`config.mk`:
```
export PLATFORM = sky130hd
export DESIGN_NAME = button_events
export DESIGN_NICKNAME = d
export VERILOG_FILES = /design/src/rtl/button_events.sv
export SDC_FILE = /design/constraint.sdc
export NUM_CORES = 1
export LEC_CHECK = 0
export ABC_AREA = 1
export BUFFER_PORTS_ARGS = -buffer_cell sky130_fd_sc_hd__buf_2
export CAP_MARGIN = 20
export CORE_ASPECT_RATIO = 1.5
export CORE_MARGIN = 3
export CORE_UTILIZATION = 53
export DETAILED_ROUTE_END_ITERATION = 16
export PLACE_DENSITY = 0.74
export SLEW_MARGIN = 10
export SYNTH_ARGS = -nofsm -noshare
export SYNTH_HDL_FRONTEND = slang
export SYNTH_SLANG_ARGS = --single-unit
```
`constraint.sdc`:
```
create_clock -name clk -period 1.74 [get_ports clk]
set_clock_uncertainty 0.2 [all_clocks]
set_input_delay 0 -clock clk [delete_from_list [all_inputs] [get_ports clk]]
set_output_delay 0 -clock clk [all_outputs]
set_load 0.02 [all_outputs]
```
`src/rtl/button_events.sv`:
```
// rtl/button_events.sv - synchronise, debounce, press/auto-repeat detect and latch push-button events
module button_events #(
  parameter int TICK_DIV      = 65536,
  parameter int REPEAT_DELAY  = 240,
  parameter int REPEAT_PERIOD = 60
) (
  input  logic       clk,
  input  logic       rst_n,
  input  logic [8:0] buttons_in,
  output logic       btn_up,
  output logic       btn_down,
  output logic       btn_left,
  output logic       btn_right,
  output logic       btn_guess,
  output logic       btn_soft_new,
  output logic       btn_hard_new,
  output logic       btn_peek,
  output logic       btn_roll,
  output logic       btn_any,
  input  logic       ack_up,
  input  logic       ack_down,
  input  logic       ack_left,
  input  logic       ack_right,
  input  logic       ack_guess,
  input  logic       ack_soft_new,
  input  logic       ack_hard_new,
  input  logic       ack_peek,
  input  logic       ack_roll,
  input  logic       ack_any
);

  localparam int NB = 9;
  localparam int TW = (TICK_DIV > 1) ? $clog2(TICK_DIV) : 1;
  localparam int RW = (REPEAT_DELAY > 0) ? $clog2(REPEAT_DELAY + 1) : 1;
  localparam logic [TW-1:0] TICK_LAST  = TW'(TICK_DIV - 1);
  localparam logic [RW-1:0] RPT_LAST   = RW'(REPEAT_DELAY - 1);
  localparam logic [RW-1:0] RPT_RELOAD = RW'(REPEAT_DELAY - REPEAT_PERIOD);

  logic [NB-1:0]      sync1;
  logic [NB-1:0]      s;
  logic [TW-1:0]      tcnt;
  logic               tick;
  logic [NB-1:0][2:0] hist;
  logic [NB-1:0][2:0] hn;
  logic [NB-1:0]      st;
  logic [NB-1:0]      st_next;
  logic [NB-1:0]      pev;
  logic [3:0]         rev;
  logic [3:0]         dprev;
  logic [RW-1:0]      rcnt;
  logic [RW-1:0]      rcnt_next;
  logic [NB-1:0]      evt;
  logic [NB-1:0]      ack;
  logic [NB-1:0]      pend;
  logic               any;

  assign ack = {ack_roll, ack_peek, ack_hard_new, ack_soft_new, ack_guess,
                ack_right, ack_left, ack_down, ack_up};

  always_ff @(posedge clk or negedge rst_n) begin
    if (!rst_n) begin
      sync1 <= '0;
      s     <= '0;
    end else begin
      sync1 <= buttons_in;
      s     <= sync1;
    end
  end

  assign tick = (tcnt == TICK_LAST);

  always_ff @(posedge clk or negedge rst_n) begin
    if (!rst_n) begin
      tcnt <= '0;
    end else if (tick) begin
      tcnt <= '0;
    end else begin
      tcnt <= tcnt + TW'(1);
    end
  end

  // A level only flips after three identical tick samples.
  always_comb begin
    hn      = '0;
    st_next = st;
    for (int i = 0; i < NB; i++) begin
      hn[i] = {hist[i][1:0], s[i]};
      if (hn[i] == 3'b111) begin
        st_next[i] = 1'b1;
      end else if (hn[i] == 3'b000) begin
        st_next[i] = 1'b0;
      end
    end
  end

  assign pev = {NB{tick}} & st_next & ~st;

  // One shared repeat timer; any change in the held direction set restarts it.
  always_comb begin
    rcnt_next = rcnt;
    rev       = '0;
    if (tick) begin
      if ((st_next[3:0] == 4'b0000) || (st_next[3:0] != dprev)) begin
        rcnt_next = '0;
      end else if (rcnt == RPT_LAST) begin
        rev       = st_next[3:0];
        rcnt_next = RPT_RELOAD;
      end else begin
        rcnt_next = rcnt + RW'(1);
      end
    end
  end

  always_ff @(posedge clk or negedge rst_n) begin
    if (!rst_n) begin
      hist  <= '0;
      st    <= '0;
      dprev <= '0;
      rcnt  <= '0;
    end else if (tick) begin
      hist  <= hn;
      st    <= st_next;
      dprev <= st_next[3:0];
      rcnt  <= rcnt_next;
    end
  end

  assign evt = pev | {5'b00000, rev};

  // The set term dominates so an event landing with its ack is never lost.
  always_ff @(posedge clk or negedge rst_n) begin
    if (!rst_n) begin
      pend <= '0;
      any  <= 1'b0;
    end else begin
      pend <= (pend & ~ack) | evt;
      any  <= (any & ~ack_any) | (|evt);
    end
  end

  assign btn_up       = pend[0];
  assign btn_down     = pend[1];
  assign btn_left     = pend[2];
  assign btn_right    = pend[3];
  assign btn_guess    = pend[4];
  assign btn_soft_new = pend[5];
  assign btn_hard_new = pend[6];
  assign btn_peek     = pend[7];
  assign btn_roll     = pend[8];
  assign btn_any      = any;

endmodule

```
==> impl_results.md <==
- Post-Layout Cell Count: around 550
- Residual DRC: 0
- Core Util, Final: 0.7452
- Net Sw Frac: 0.2215
- Crit Path Max Fanout: 6
- Pwr Total: roughly 3.3 mW
- Antenna-violating nets left: 0
- Hold_ws: roughly 0.076 ns
- Number of global-route vias before repair: between 2000 and 3000
- Kind of critical path: register to register
- Most frequent cells in the layout: 79 x dfrtp_1, 66 x nand2_1, 55 x inv_1
- Maximum vdd drop: 0.6874 mV
- Clock sink count: 79
- Gr busiest metal: met2
- Flop pwr share: 0.566
- Rows: 35
- GRT Residual Overflow: 0
- Cell count after synthesis: 380
- Yosys reg bits: 79
- Required time worst endpoint: between 1.5 and 2 ns
- Setup TNS: -2.138 ns
- Tot GR Track Use: 0.1990
- Via/cell ratio: slightly above 5
- Worst path cell trace: ha_4, nand2_4, nor2_4, inv_2, nor2_8, nand2_4, nor2_8, buf_6, nand4_1, o21ai_1
- Largest net degree at the start of global routing: 37
- CTS tree: yes
- Cts bufs inserted: 9
- GR Util met1: 0.2331
- Syn. warnings: 0
- First-pass GRT wire length: roughly 12 mm
- CP startpoint kind: register
- Layout cells sized above 1: 0.3083
- Clk Latency, worst-skew pair: 0.36 ns
- GR Util met3: 0.03500
- Clock power frac: 0.401
- Initial DRC count: between 100 and 150
- Root buffer cell: clkbuf_8
- Area of the core: 6306 um2
- Top cells by area, synth: dfrtp_1 56%, nand2_1 7.7%, inv_1 5.9%
- Fin nets: around 500
- Vias: around 2800
- P per Cell Area: 702.3 nW/um2
- Psw: 0.7310 mW
- H-tree depth: 3
- Hold/Removal Path Class: input pin to register
- Combinational power share: 0.033
- Post-route cell area: 4700 um2
- Initial Utilization: 0.5613
- PnR worst setup slack: -0.1671 ns
- Critical path's slowest cell: dfrtp_1
- Post-Syn Area: between 3000 and 4000 um2
- Arrival @ worst endpoint: about 2 ns
- Area leader, netlist: dfrtp_1
- Seq/Total Area, Yosys: 0.5585
- Slew Viols, Final: 0
- Leak: around 2.4 nW
- Async S/R FF share, synth: 1.000
- Die Ht: between 100 and 150 um
- Number of synthesized flops with an enable pin: 0
- Post-Place Setup Slack: -0.08445 ns
- Die area: approximately 7700 um2
- Die X: 72.73 um
- # diodes: 0
- Commonest non-fill, non-tap cell in the layout: dfrtp_1
- Clk slew on worst S/H paths: approximately 0.08 ns
- Post-layout min period: approximately 1.9 ns
- Dpl cells: 504
- Port Buffers: 30
- Failing checks: negative setup slack
- Final Hold Viols: 0
- Max-cap violations: 0
- Drt pass-1 iters: 4
- Post-Route WL: roughly 7.7 mm
- Worst slew pin tran: between 0.3 and 0.4 ns
- Status: complete, but fails checks
- Syn nets: ~400
- Ports: 31
- Area Growth Syn to Fin: 32.77%
- CP peak stage delay: ~0.42 ns
- Routability cong.: slightly above 0.8
- HPWL Detailed: 4.959 mm
- Most used DFF post-synth: dfrtp_1
- Max Root-Sink Buffers: 2
- Wire per inst: between 10 and 15 um
- Post-DP Area: 3949 um2
- Slew HR: 0.7650
- Share of the synthesized area in the top cell type: 0.5585
- Crit. End Element: register
- M2 GR Usage: 0.3456
- RSZ-0062 raised after global routing: true
- Internal: 2.569 mW
- Yosys cell types: 36
- Fmax: between 500 and 600 MHz
- Syn Area/Cell: about 9.3 um2
- Initial antenna violation count: 0
- Final period util: 1.096
- Final Setup Violations: 21
[critical path: cells and delay by family, from the launching register on]
| family | cells | cell delay, ns |
|---|---|---|
| AND/OR/NAND/NOR | 6 | 0.71 |
| flip-flops | 1 | 0.42 |
| buffers and inverters | 2 | 0.22 |
| adder cells (fa/ha/maj) | 1 | 0.17 |
| AO/OA/AOI/OAI | 1 | 0.10 |
[synth_stat cells, types with 2 or more instances]
| cell type | count |
|---|---|
| dfrtp_1 | 79 |
| nand2_1 | 73 |
| inv_1 | 56 |
| nor2_1 | 36 |
| nand3_1 | 24 |
| a21oi_1 | 22 |
| o21ai_0 | 16 |
| nor3_1 | 8 |
| xor2_1 | 8 |
| o21ai_2 | 7 |
| buf_6 | 5 |
| nand3_2 | 4 |
| nor2_2 | 4 |
| o21bai_1 | 4 |
| buf_2 | 3 |
| inv_2 | 3 |
| nand2_2 | 3 |
| ha_1 | 2 |
| nand4_1 | 2 |
| nand4_2 | 2 |
| nor2_4 | 2 |
| nor2_8 | 2 |
| xnor2_1 | 2 |
[layer usage]
layer  wire length (um)  part of all wire  vias up
met3                281             0.037       16
met4                206             0.027        0
met5                  0                 0        -
li1                   -                 -     1390
met1               3067              0.40     1342
met2               4132              0.54       60
[area by class of cell]
class	instances	area, um2
timing repair buffer	91	747.0
sequential	79	1977
fill	444	1607
clock buffer	10	127.6
tap	74	92.59
inverter	60	237.7
timing repair inverter	1	8.758
clock inverter	6	61.31
multi-input combinational	233	1448
[cell families after synthesis]
family	synth area share
adder cells (fa/ha/maj)	0.007069
AO/OA/AOI/OAI	0.09297
AND/OR/NAND/NOR	0.2322
buffers and inverters	0.08448
XOR/XNOR	0.02475
flip-flops	0.5585
[state kept, by name, summed over array words and instances (netlist names)]
name     cells
hist        18
tcnt        16
pend         9
s            9
st           9
sync1        9
rcnt         8
btn_any      1
[final timing paths]
path                            slack, ns  cells after the start           from  endpoint
worst max-delay path                -0.17                     10        tcnt[0]   rcnt[0]
min in group asynchronous            0.44                      3          rst_n      s[6]
worst min register to register       0.16                      0       sync1[2]      s[2]
worst min-delay path                 0.08                      2  buttons_in[8]  sync1[8]
worst max register to register      -0.17                     10        tcnt[0]   rcnt[0]
max in group asynchronous            0.36                      4          rst_n  hist[10]
[what timing repair did]
action	4_1_cts	5_1_grt
gates resized for setup	9	56
hold buffers	21	0
gates cloned	0	1
pin swaps	4	5
setup buffers	3	10
hold endpoints to repair	98	0
endpoints found under the setup margin	25	53
[power by group through the flow]
stage | Sequential (mW) | Clock, mW | Combinational [mW]
5_1_grt | 1.87 | 1.43 | 0.124
3_3_place_gp | 1.90 | 0 | 0.0744
3_5_place_dp | 1.90 | 0 | 0.0755
6_report | 1.87 | 1.32 | 0.110
4_1_cts | 1.87 | 1.34 | 0.112
2_1_floorplan | 1.90 | 0 | 0.00808
(Power assumes the default switching activity.)
